==> config.mk <==
export PLATFORM = sky130hd
export DESIGN_NAME = mem_stage
export DESIGN_NICKNAME = d
export VERILOG_FILES = /design/src/rtl/mem_stage_pkg.sv /design/src/rtl/mem_stage.sv
export SDC_FILE = /design/constraint.sdc
export NUM_CORES = 1
export LEC_CHECK = 0
export CAP_MARGIN = 25
export CORE_MARGIN = 5
export CORE_UTILIZATION = 40
export CTS_BUF_LIST = sky130_fd_sc_hd__clkbuf_2
export CTS_CLUSTER_DIAMETER = 40
export DETAILED_ROUTE_END_ITERATION = 10
export PLACE_DENSITY = 0.88
export SLEW_MARGIN = 30
export SYNTH_ARGS = -nofsm -noshare
export SYNTH_HDL_FRONTEND = slang
export SYNTH_SLANG_ARGS = --single-unit
export TNS_END_PERCENT = 100
==> constraint.sdc <==
create_clock -name clk -period 1.63 [get_ports clk]
set_input_delay 0.2445 -clock clk [delete_from_list [all_inputs] [get_ports clk]]
set_output_delay 0.2445 -clock clk [all_outputs]
set_load 0.005 [all_outputs]
==> src/rtl/mem_stage_pkg.sv <==
// rtl/mem_stage_pkg.sv - shared widths and FSM encoding for the memory-access stage
package mem_stage_pkg;

    localparam int DEF_DATA_W = 32;
    localparam int DEF_ADDR_W = 32;
    localparam int DEF_REG_AW = 5;

    typedef enum logic [1:0] {
        ST_IDLE = 2'd0,
        ST_REQ  = 2'd1,
        ST_WAIT = 2'd2,
        ST_DONE = 2'd3
    } mem_state_t;

endpackage

==> src/rtl/mem_stage.sv <==
// rtl/mem_stage.sv - memory-access pipeline stage with SRAM req/addr_ok/data_ok handshake
module mem_stage
    import mem_stage_pkg::*;
#(
    parameter int DATA_W = DEF_DATA_W,
    parameter int ADDR_W = DEF_ADDR_W,
    parameter int REG_AW = DEF_REG_AW
) (
    input  logic              clk,
    input  logic              reset,

    input  logic              exe_valid,
    output logic              mem_allowin,
    input  logic              exe_reg_en,
    input  logic              exe_mem_read,
    input  logic              exe_mem_write,
    input  logic [REG_AW-1:0] exe_reg_waddr,
    input  logic [DATA_W-1:0] exe_alu_result,
    input  logic [DATA_W-1:0] exe_store_data,

    output logic              data_req,
    output logic              data_wr,
    output logic [ADDR_W-1:0] data_addr,
    output logic [DATA_W-1:0] data_wdata,
    input  logic              data_addr_ok,
    input  logic              data_data_ok,
    input  logic [DATA_W-1:0] data_rdata,

    output logic              mem_valid,
    input  logic              wb_allowin,
    output logic              mem_reg_en,
    output logic [REG_AW-1:0] mem_reg_waddr,
    output logic [DATA_W-1:0] mem_reg_wdata,
    output logic              mem_load_busy
);

    mem_state_t        state;
    logic              stage_valid;
    logic              reg_en_q;
    logic              mem_read_q;
    logic              mem_write_q;
    logic [REG_AW-1:0] reg_waddr_q;
    logic [DATA_W-1:0] alu_q;
    logic [DATA_W-1:0] store_q;
    logic [DATA_W-1:0] rdata_q;

    logic ready_go;
    logic accept;

    assign ready_go    = (state == ST_DONE);
    assign mem_allowin = !stage_valid || (ready_go && wb_allowin);
    assign accept      = exe_valid && mem_allowin;

    // Single-instruction holding register and transaction FSM; a new accept
    // overrides the DONE exit so back-to-back hand-off needs no bubble.
    always_ff @(posedge clk) begin
        if (reset) begin
            state       <= ST_IDLE;
            stage_valid <= 1'b0;
            reg_en_q    <= 1'b0;
            mem_read_q  <= 1'b0;
            mem_write_q <= 1'b0;
            reg_waddr_q <= '0;
            alu_q       <= '0;
            store_q     <= '0;
            rdata_q     <= '0;
        end else if (accept) begin
            stage_valid <= 1'b1;
            reg_en_q    <= exe_reg_en;
            mem_read_q  <= exe_mem_read;
            mem_write_q <= exe_mem_write;
            reg_waddr_q <= exe_reg_waddr;
            alu_q       <= exe_alu_result;
            store_q     <= exe_store_data;
            state       <= (exe_mem_read || exe_mem_write) ? ST_REQ : ST_DONE;
        end else begin
            case (state)
                ST_REQ: begin
                    if (data_addr_ok) begin
                        state <= ST_WAIT;
                    end
                end
                ST_WAIT: begin
                    // data_ok is only meaningful here; a stray one elsewhere is dropped.
                    if (data_data_ok) begin
                        state <= ST_DONE;
                        if (mem_read_q) begin
                            rdata_q <= data_rdata;
                        end
                    end
                end
                ST_DONE: begin
                    if (wb_allowin) begin
                        state       <= ST_IDLE;
                        stage_valid <= 1'b0;
                    end
                end
                default: begin
                    state <= ST_IDLE;
                end
            endcase
        end
    end

    // Request fields come straight from the latched payload, so they stay
    // stable for as long as the request is held.
    assign data_req   = (state == ST_REQ);
    assign data_wr    = mem_write_q;
    assign data_addr  = {alu_q[ADDR_W-1:2], 2'b00};
    assign data_wdata = store_q;

    assign mem_valid     = stage_valid && ready_go;
    assign mem_reg_en    = reg_en_q;
    assign mem_reg_waddr = reg_waddr_q;
    assign mem_reg_wdata = mem_read_q ? rdata_q : alu_q;
    assign mem_load_busy = stage_valid && mem_read_q && (state != ST_DONE);

endmodule

### After elaboration in Yosys (flattened, before gate mapping)

Index checks and enable logic that the tools add are counted.

* flip-flop bits (word level): 107
* bits in latches: 0
* memory bits (writable): 0
* ROM bits: 0
* input bits: 110
* output and inout bits: 107
* logic and storage cells: 40
* memories kept: 0

* add/sub/neg operators: 0
* $mul: 0
* divide/modulo/power cells: 0
* order comparisons: 0
* equality and inequality tests: 7
* shifts and indexed selects: 0
* muxes and demuxes: 10
* bitwise logic cells: 1
* reductions and logical operators: 13

Operators by type and width (number)
* 32-bit 2-to-1 mux: 1
* 2-bit 2-to-1 mux: 5
* 2-bit case mux with 3 select lines: 1
* 1-bit logical AND: 5
* 2-bit == test, second input constant: 2
* 4-bit AND reduction: 1
* 2-bit nonzero test: 2
* 1-bit 2-to-1 mux: 3
* 3-bit by 1-bit != test with 1-bit output, second input constant: 1
* 3-bit by 2-bit != test with 1-bit output, second input constant: 1
* 3-bit != test, second input constant: 1
* 3-bit AND reduction: 1
* 2-bit by 1-bit == test with 1-bit output, second input constant: 1
* 1-bit logical OR: 2
* 2-bit != test, second input constant: 1
* 2-bit AND reduction: 1
* 1-bit logical NOT: 1
* 1-bit NOT: 1

### Logic depth before layout (Yosys ltp)

Gate-level depths: netlist (run 1).

* depth in word-level cells: 6
* gate-level depth with buffers: 8
* gate-level depth less buffers: 6

### Worst setup path before layout (run 1)

No wires, ideal clock.

* path type: reg-to-reg
* start point: reg state[0]
* end point: reg mem_read_q
* setup time: 0.070 ns
* arrival time: 1.387 ns
* data required time: 1.560 ns
* slack: 0.173 ns
* stages on the path, launching flop included: 9
* path buffers: 2
* period minus slack after synthesis: 1.457 ns
* cell sequence: dfxtp_1 -> ha_1 -> a21boi_2 -> inv_2 -> nand2_1 -> buf_4 -> buf_4 -> nand2_1 -> a21oi_1

* longest elaborated chain between the ends: 4

RTL lines
* from (decl): line mem_stage.sv:37 `mem_state_t state;`
* from (signal assigned): line mem_stage.sv:75 `state <= (exe_mem_read || exe_mem_write) ? ST_REQ : ST_DONE;`
* 2-bit == test: line mem_stage.sv:50 `assign ready_go = (state == ST_DONE);`
* 1-bit logical AND: line mem_stage.sv:51 `assign mem_allowin = !stage_valid || (ready_go && wb_allowin);`
* 1-bit logical OR: line mem_stage.sv:51
* net mem_allowin: line mem_stage.sv:13 `output logic mem_allowin,`
* 1-bit logical AND: line mem_stage.sv:52 `assign accept = exe_valid && mem_allowin;`
* to (signal assigned): line mem_stage.sv:70 `mem_read_q <= exe_mem_read;`
* to (decl): line mem_stage.sv:40 `logic mem_read_q;`

The timed path passes the listed nets, and every way through them passes these cells.
A chain may end at the register's enable or synchronous reset.

### Final worst setup path (run 1)

* start point: reg mem_read_q
* end point: out mem_reg_wdata[15]

* longest elaborated chain between the ends: 1

RTL lines
* 32-bit 2-to-1 mux: line mem_stage.sv:115 `assign mem_reg_wdata = mem_read_q ? rdata_q : alu_q;`
* to (decl): line mem_stage.sv:33 `output logic [DATA_W-1:0] mem_reg_wdata,`

No other way between the ends.

==> impl_metrics.csv, run 1 <==
group,metric,value,unit
worst_setup_path,worstSetupStartpoint,"mem_read_q",
worst_hold_path,hold_class,"in -> reg",
timing,fin_crit_sh,122.7,%
worst_setup_path,slowest_delay,0.42,ns
drt,route.vias.total,4543,
die,start_util,40.73,%
layout,syn2layout_area_growth,67.44,%
timing,whs,0.09008,ns
global_routing,grt_pass1_wl,23.71,mm
die,core,0.01084,mm2
placement,hpwl,10.43,mm
clock_network,clk_pin_slew,0.27,ns
pwr,leakagePower,3.133,nW
layout,diodes,0,
clock_network,clock-sinks,107,
timing,slew_violations,0,
timing,finalWorstSetupSlack,-0.3708,ns
synthesis,netlist_area,0.004415,mm2
clock_network,cts_max_level,3,
placement,gp_congestion,0.8422,
drt,via_per_inst,5.048,
synthesis,synth_cell_type_count,21,
worst_setup_path,cp_num_buf_inv,4,
global_routing,grt_max_degree,45,
pwr,power_density,700.3,mW/mm2
synthesis,synth-edff-count,0,
drt,avgRoutedWirePerCell,17.48,um
clock_network,clockBufferDepth,2,
drt,routed_wl,15.74,mm
synthesis,syn_avg_cell_area,8.028,um2
worst_setup_path,cpMostUsedCell,"buf_6",
worst_hold_path,hold_depth,2,
clock_network,clock_latency,0.54,ns
die,rows,38,
pwr,ir_drop,0.3964,mV
status,violations,"setup timing",
worst_setup_path,cp.depth,5,
worst_setup_path,critPathTopFamily,"buffers and inverters",
timing,grt_setup_unrepaired,"true",
drt,dr.pass1.iters,5,
die,die_h,115.1,um
layout,nNetsFinal,869,
drt,drtIter0Drc,281,
flow_run,maxCapViolations,0,
layout,final_cells,900,
die,die_w,115.1,um
layout,final_cell_mix,"nand2_1, clkdlybuf4s50_1, a21oi_1, dfxtp_2, dlygate4sd2_1",
global_routing,grt_pass1_vias,4748,
timing,setup_viol,66,
layout,fill_cells,845,
worst_setup_path,crit_chain,"buf_12 > buf_16 > buf_6 > mux2_4 > buf_6",
synthesis,ys_seq_elements,107,
worst_setup_path,cp_slowest_cell,"dfxtp_4",
worst_setup_path,cp-end-kind,"output pin",
timing,finClkSkew,0.02347,ns
global_routing,grt.overflow.total,0,
clock_network,cts_tree,"yes",
clock_network,cts_buffers,9,
synthesis,seq_area_frac_synth,48.51,%
worst_setup_path,r2r_cells,10,
synthesis,yosys_warnings,0,
timing,finalHoldViolCount,0,
timing,fmaxAchievable,499.8,MHz
pwr,power,0.005178,W
worst_hold_path,min_from,"reset",
synthesis,synth_cells,550,
worst_setup_path,path_class,"reg -> out",
die,die_area,0.01324,mm2
synthesis,async_flop_share,0,%
timing,min_period,2.001,ns
worst_setup_path,crit_path_start_kind,"flop",
placement,place_inst,852,
global_routing,antenna_found_initial,0,
worst_setup_path,critical_path_required,1.39,ns
clock_network,root_buffer,"clkbuf_2",
layout,final_util,68.20,%
layout,final_common_cell,"nand2_1",
worst_setup_path,worst-path-max-fanout,7,
placement,io_buffers,214,
status,outcome,"finished, violations left",
worst_setup_path,worstPathArrival,1.76,ns
synthesis,ys.flop_type,"dfxtp_1",
drt,drc,0,
layout,drive_above_1_share,35.26,%
global_routing,grt_use_total,22.66,%
die,io_pins,217,
worst_setup_path,r2r_start,"mem_read_q",
drt,ant_nets,0,
## layout make-up
class,count,area [um2],share of cell area [%]
Clock buffer,11,55.05,0.7446
Clock inverter,4,42.54,0.5754
Inverter,4,17.52,0.2369
Multi-Input combinational cell,371,2171,29.36
Sequential cell,107,2235,30.23
Tap cell,140,175.2,2.369
Timing Repair Buffer,263,2698,36.49
## through the flow
stage / worst slack (ns) / instance area, um2 / setup TNS, ns
after floorplan: 0.1725 / 4419 / 0
after global placement: -0.05845 / 6576 / -0.7207
after detailed placement: -0.1129 / 6576 / -3.254
after CTS: -0.3896 / 7217 / -16.09
after global routing: -0.4445 / 7393 / -20.24
final: -0.3708 / 7393 / -14.80
## per-layer routing
layer  GRT usage [%]  share of wire (%)  up-vias
met5               0                  0        -
met4           8.216                2.3        0
li1                -                  -     2152
met3           6.474                8.3       29
met1           25.07                 38     2162
met2           41.17                 52      200
## worst reg2reg max path, stage by stage (launching register included)
cell      delay, ns
dfxtp_4        0.43
buf_12         0.13
buf_16         0.12
buf_4          0.12
buf_4          0.10
and3_4         0.18
a21boi_4       0.24
buf_6          0.16
buf_16         0.14
nand2_2        0.07
a21oi_2        0.15
## logic make-up after synthesis
logic type,share of synthesized area [%]
flip-flops,48.51
AND/OR/NAND/NOR,19.38
AO/OA/AOI/OAI,13.09
adder cells (fa/ha/maj),0.8502
buffers and inverters,9.918
other,0.08493
multiplexers,8.161
## worst paths after layout
kind,end,slack (ns)
setup / recovery,mem_reg_wdata[15],-0.37
hold / removal,rdata_q[31],0.09
setup reg to reg,rdata_q[21],-0.24
hold reg to reg,data_wdata[10],0.47
## timing repair
item | 4_1_cts | 5_1_grt
pin swaps | 3 | 10
hold buffers | 0 | 0
gates resized for setup | 361 | 55
endpoints found under the setup margin | 159 | 68
buffers inserted | 23 | 6
cloned | 7 | 0
## Yosys cell counts (2+ instances only)
| master | instances | area, um2 |
|---|---|---|
| a21boi_2 | 2 | 22.52 |
| a21oi_1 | 107 | 535.5 |
| and3_1 | 3 | 18.77 |
| buf_2 | 14 | 70.07 |
| buf_4 | 39 | 292.8 |
| clkbuf_1 | 16 | 60.06 |
| dfxtp_1 | 107 | 2142 |
| ha_1 | 3 | 37.54 |
| inv_1 | 3 | 11.26 |
| mux2_2 | 32 | 360.4 |
| nand2_1 | 212 | 795.8 |
| nand2b_1 | 3 | 18.77 |
## registers in the layout, summed over array words and instances, names as in the netlist
name / cells
alu_q: 32
mem_read_q: 1
data_wr: 1
rdata_q: 32
stage_valid: 1
mem_reg_en: 1
data_wdata: 32
mem_reg_waddr: 5
state: 2
## where the power goes
group | switching, W | internal, W
Sequential | 0.0000734 | 0.00276
Combinational | 0.000482 | 0.000696
Clock | 0.000823 | 0.000347
Total | 0.00138 | 0.00380
Power figures use the tool's default switching activity.
==> inputs of run 2 (changes only) <==
--- a/config.mk
+++ b/config.mk
@@ -11,6 +11,7 @@
 export CTS_BUF_LIST = sky130_fd_sc_hd__clkbuf_2
 export CTS_CLUSTER_DIAMETER = 40
 export DETAILED_ROUTE_END_ITERATION = 10
+export GPL_ROUTABILITY_DRIVEN = 0
 export PLACE_DENSITY = 0.88
 export SLEW_MARGIN = 30
 export SYNTH_ARGS = -nofsm -noshare
==> results of run 2 <==
No change in the layout: final DEF, timing and power equal those of run 1.
==> inputs of run 3 (changes only) <==
--- a/config.mk
+++ b/config.mk
@@ -11,8 +11,9 @@
 export CTS_BUF_LIST = sky130_fd_sc_hd__clkbuf_2
 export CTS_CLUSTER_DIAMETER = 40
 export DETAILED_ROUTE_END_ITERATION = 10
+export DONT_BUFFER_PORTS = 1
 export GPL_ROUTABILITY_DRIVEN = 0
-export PLACE_DENSITY = 0.88
+export PLACE_DENSITY = 0.62
 export SLEW_MARGIN = 30
 export SYNTH_ARGS = -nofsm -noshare
 export SYNTH_HDL_FRONTEND = slang
==> run 3 against run 2 <==
Final cell count shrank 26%. Critical endpoint is now mem_reg_wdata[1]. Total power is 8.9% lower. Sequential power about the same. First-iteration DRC count down 26%. Final area decreased by 35%. The run ends with hold timing, setup timing left. Flip-flop and latch count did not move. Utilization is 24 points lower. Die area unchanged. Non-clock buffer count decreased by 237. Largest power group unchanged. Wire length shrank 23%. Clock skew is 0.0042 ns lower.
==> impl_metrics.csv, run 3 (synthesized netlist as in run 1, its figures left out) <==
group,metric,value,unit
status,outcome,"finished, violations left",
status,violations,"hold timing, setup timing",
die,core,0.01084,mm2
drt,routed_wl,12.12,mm
clock_network,root_buffer,"clkbuf_2",
layout,final_cell_mix,"nand2_1, a21oi_1, dfxtp_1",
worst_setup_path,path_class,"reg -> out",
drt,ant_nets,0,
clock_network,clock-sinks,107,
global_routing,grt_use_total,16.90,%
clock_network,clock_latency,0.57,ns
clock_network,clk_pin_slew,0.28,ns
drt,drtIter0Drc,209,
clock_network,hold_buffers,1,
layout,final_cells,663,
timing,fmaxAchievable,558.6,MHz
timing,setup_viol,67,
drt,route.vias.total,3493,
timing,finalWorstSetupSlack,-0.1603,ns
placement,hpwl,8.057,mm
die,die_w,115.1,um
global_routing,grt_pass1_wl,17.51,mm
clock_network,cts_max_level,3,
global_routing,antenna_found_initial,0,
timing,finClkSkew,0.01923,ns
drt,via_per_inst,5.268,
timing,fin_crit_sh,109.8,%
worst_setup_path,crit_chain,"buf_12 > mux2_2",
layout,nNetsFinal,632,
layout,fill_cells,1117,
drt,avgRoutedWirePerCell,18.28,um
pwr,leakagePower,1.763,nW
worst_setup_path,cp-end-kind,"output pin",
layout,final_area,0.004803,mm2
worst_setup_path,worst-path-max-fanout,19,
clock_network,cts_buffers,9,
clock_network,clockBufferDepth,2,
worst_setup_path,slowest_delay,0.45,ns
layout,diodes,0,
placement,placed_cell_area,0.004332,mm2
timing,slew_violations,0,
drt,drc,0,
drt,dr.pass1.iters,4,
pwr,power,0.004719,W
die,rows,38,
pwr,ir_drop,0.5670,mV
die,die_area,0.01324,mm2
die,start_util,40.73,%
die,die_h,115.1,um
placement,place_inst,635,
flow_run,maxCapViolations,0,
layout,drive_above_1_share,16.63,%
pwr,power_density,982.4,mW/mm2
worst_setup_path,worstPathArrival,1.55,ns
global_routing,grt_max_degree,108,
timing,min_period,1.790,ns
worst_setup_path,critical_path_required,1.39,ns
timing,grt_setup_unrepaired,"true",
clock_network,cts_tree,"yes",
layout,final_common_cell,"nand2_1",
global_routing,grt.overflow.total,0,
placement,io_buffers,0,
die,io_pins,217,
global_routing,grt_pass1_vias,3398,
timing,finalHoldViolCount,107,
timing,whs,-0.2956,ns
worst_setup_path,cp_slowest_cell,"dfxtp_4",
layout,syn2layout_area_growth,8.784,%
layout,final_util,44.31,%
worst_hold_path,hold_class,"in -> reg",
worst_setup_path,crit_path_start_kind,"flop",
==> run 3: cell count changes in the layout (fill, tap and decap cells not counted), sizes merged <==
cell | previous run | this run
clkinvlp | 0 | 3
bufinv | 1 | 2
clkinv | 3 | 1
buf | 85 | 23
clkdlybuf4s50 | 108 | 0
dlygate4sd2 | 69 | 0
==> run 3: layout make-up <==
cell class | count | area, um2 | share of cell area, %
flip-flops and latches | 107 | 2148 | 44.73
multi-input cells | 371 | 1963 | 40.87
repair buffers | 26 | 362.8 | 7.554
well taps | 140 | 175.2 | 3.647
clock inverters | 6 | 91.34 | 1.902
clock buffers | 9 | 45.04 | 0.9377
inverters | 4 | 17.52 | 0.3647
==> run 3: final timing paths <==
kind / start / endpoint / slack (ns) / cells after the start
max: mem_read_q / mem_reg_wdata[1] / -0.16 / 2
max reg2reg: state[0] / rdata_q[11] / -0.10 / 9
min: reset / data_wdata[31] / -0.30 / 1
min reg2reg: rdata_q[27] / rdata_q[27] / 0.47 / 2
==> run 3: power by group <==
group          internal [W]  leakage (nW)  switching, W  total [W]
Combinational      0.000233         0.818      0.000262   0.000495
Clock              0.000498        0.0702      0.000882    0.00138
Sequential          0.00274         0.875      0.000103    0.00284
Total               0.00347          1.76       0.00125    0.00472
==> run 3: metal layers <==
layer  vias up  global-route usage [%]  wire (um)
li1       1687                       -          -
met1      1647                   19.28       4496
met2       144                   27.66       6084
met3        15                   7.158       1332
met4         0                   7.355        206
met5         -                       0          0
==> run 3: critical path: cells and delay by family, from the launching register on <==
family                 cells  cell delay (ns)
buffers and inverters      1             0.17
DFF                        1             0.45
muxes                      1             0.36
==> run 3: metrics by stage <==
stage | setup TNS [ns] | hold WS (ns) | setup slack, ns
2_1_floorplan | 0 | 0.3805 | 0.1725
3_3_place_gp | 0 | 0.3213 | 0.1443
3_5_place_dp | 0 | 0.3227 | 0.08276
4_1_cts | -8.238 | -0.4191 | -0.2598
5_1_grt | -13.76 | -0.4346 | -0.2943
6_report | -6.406 | -0.2956 | -0.1603
==> run 3: timing repair <==
action                                 4_1_cts  5_1_grt
gates cloned                                 0        6
endpoints found under the hold margin      107      107
setup buffers                                5        2
resized for setup                           38       10
pin swaps                                    1        0
setup endpoints to repair                   36      119
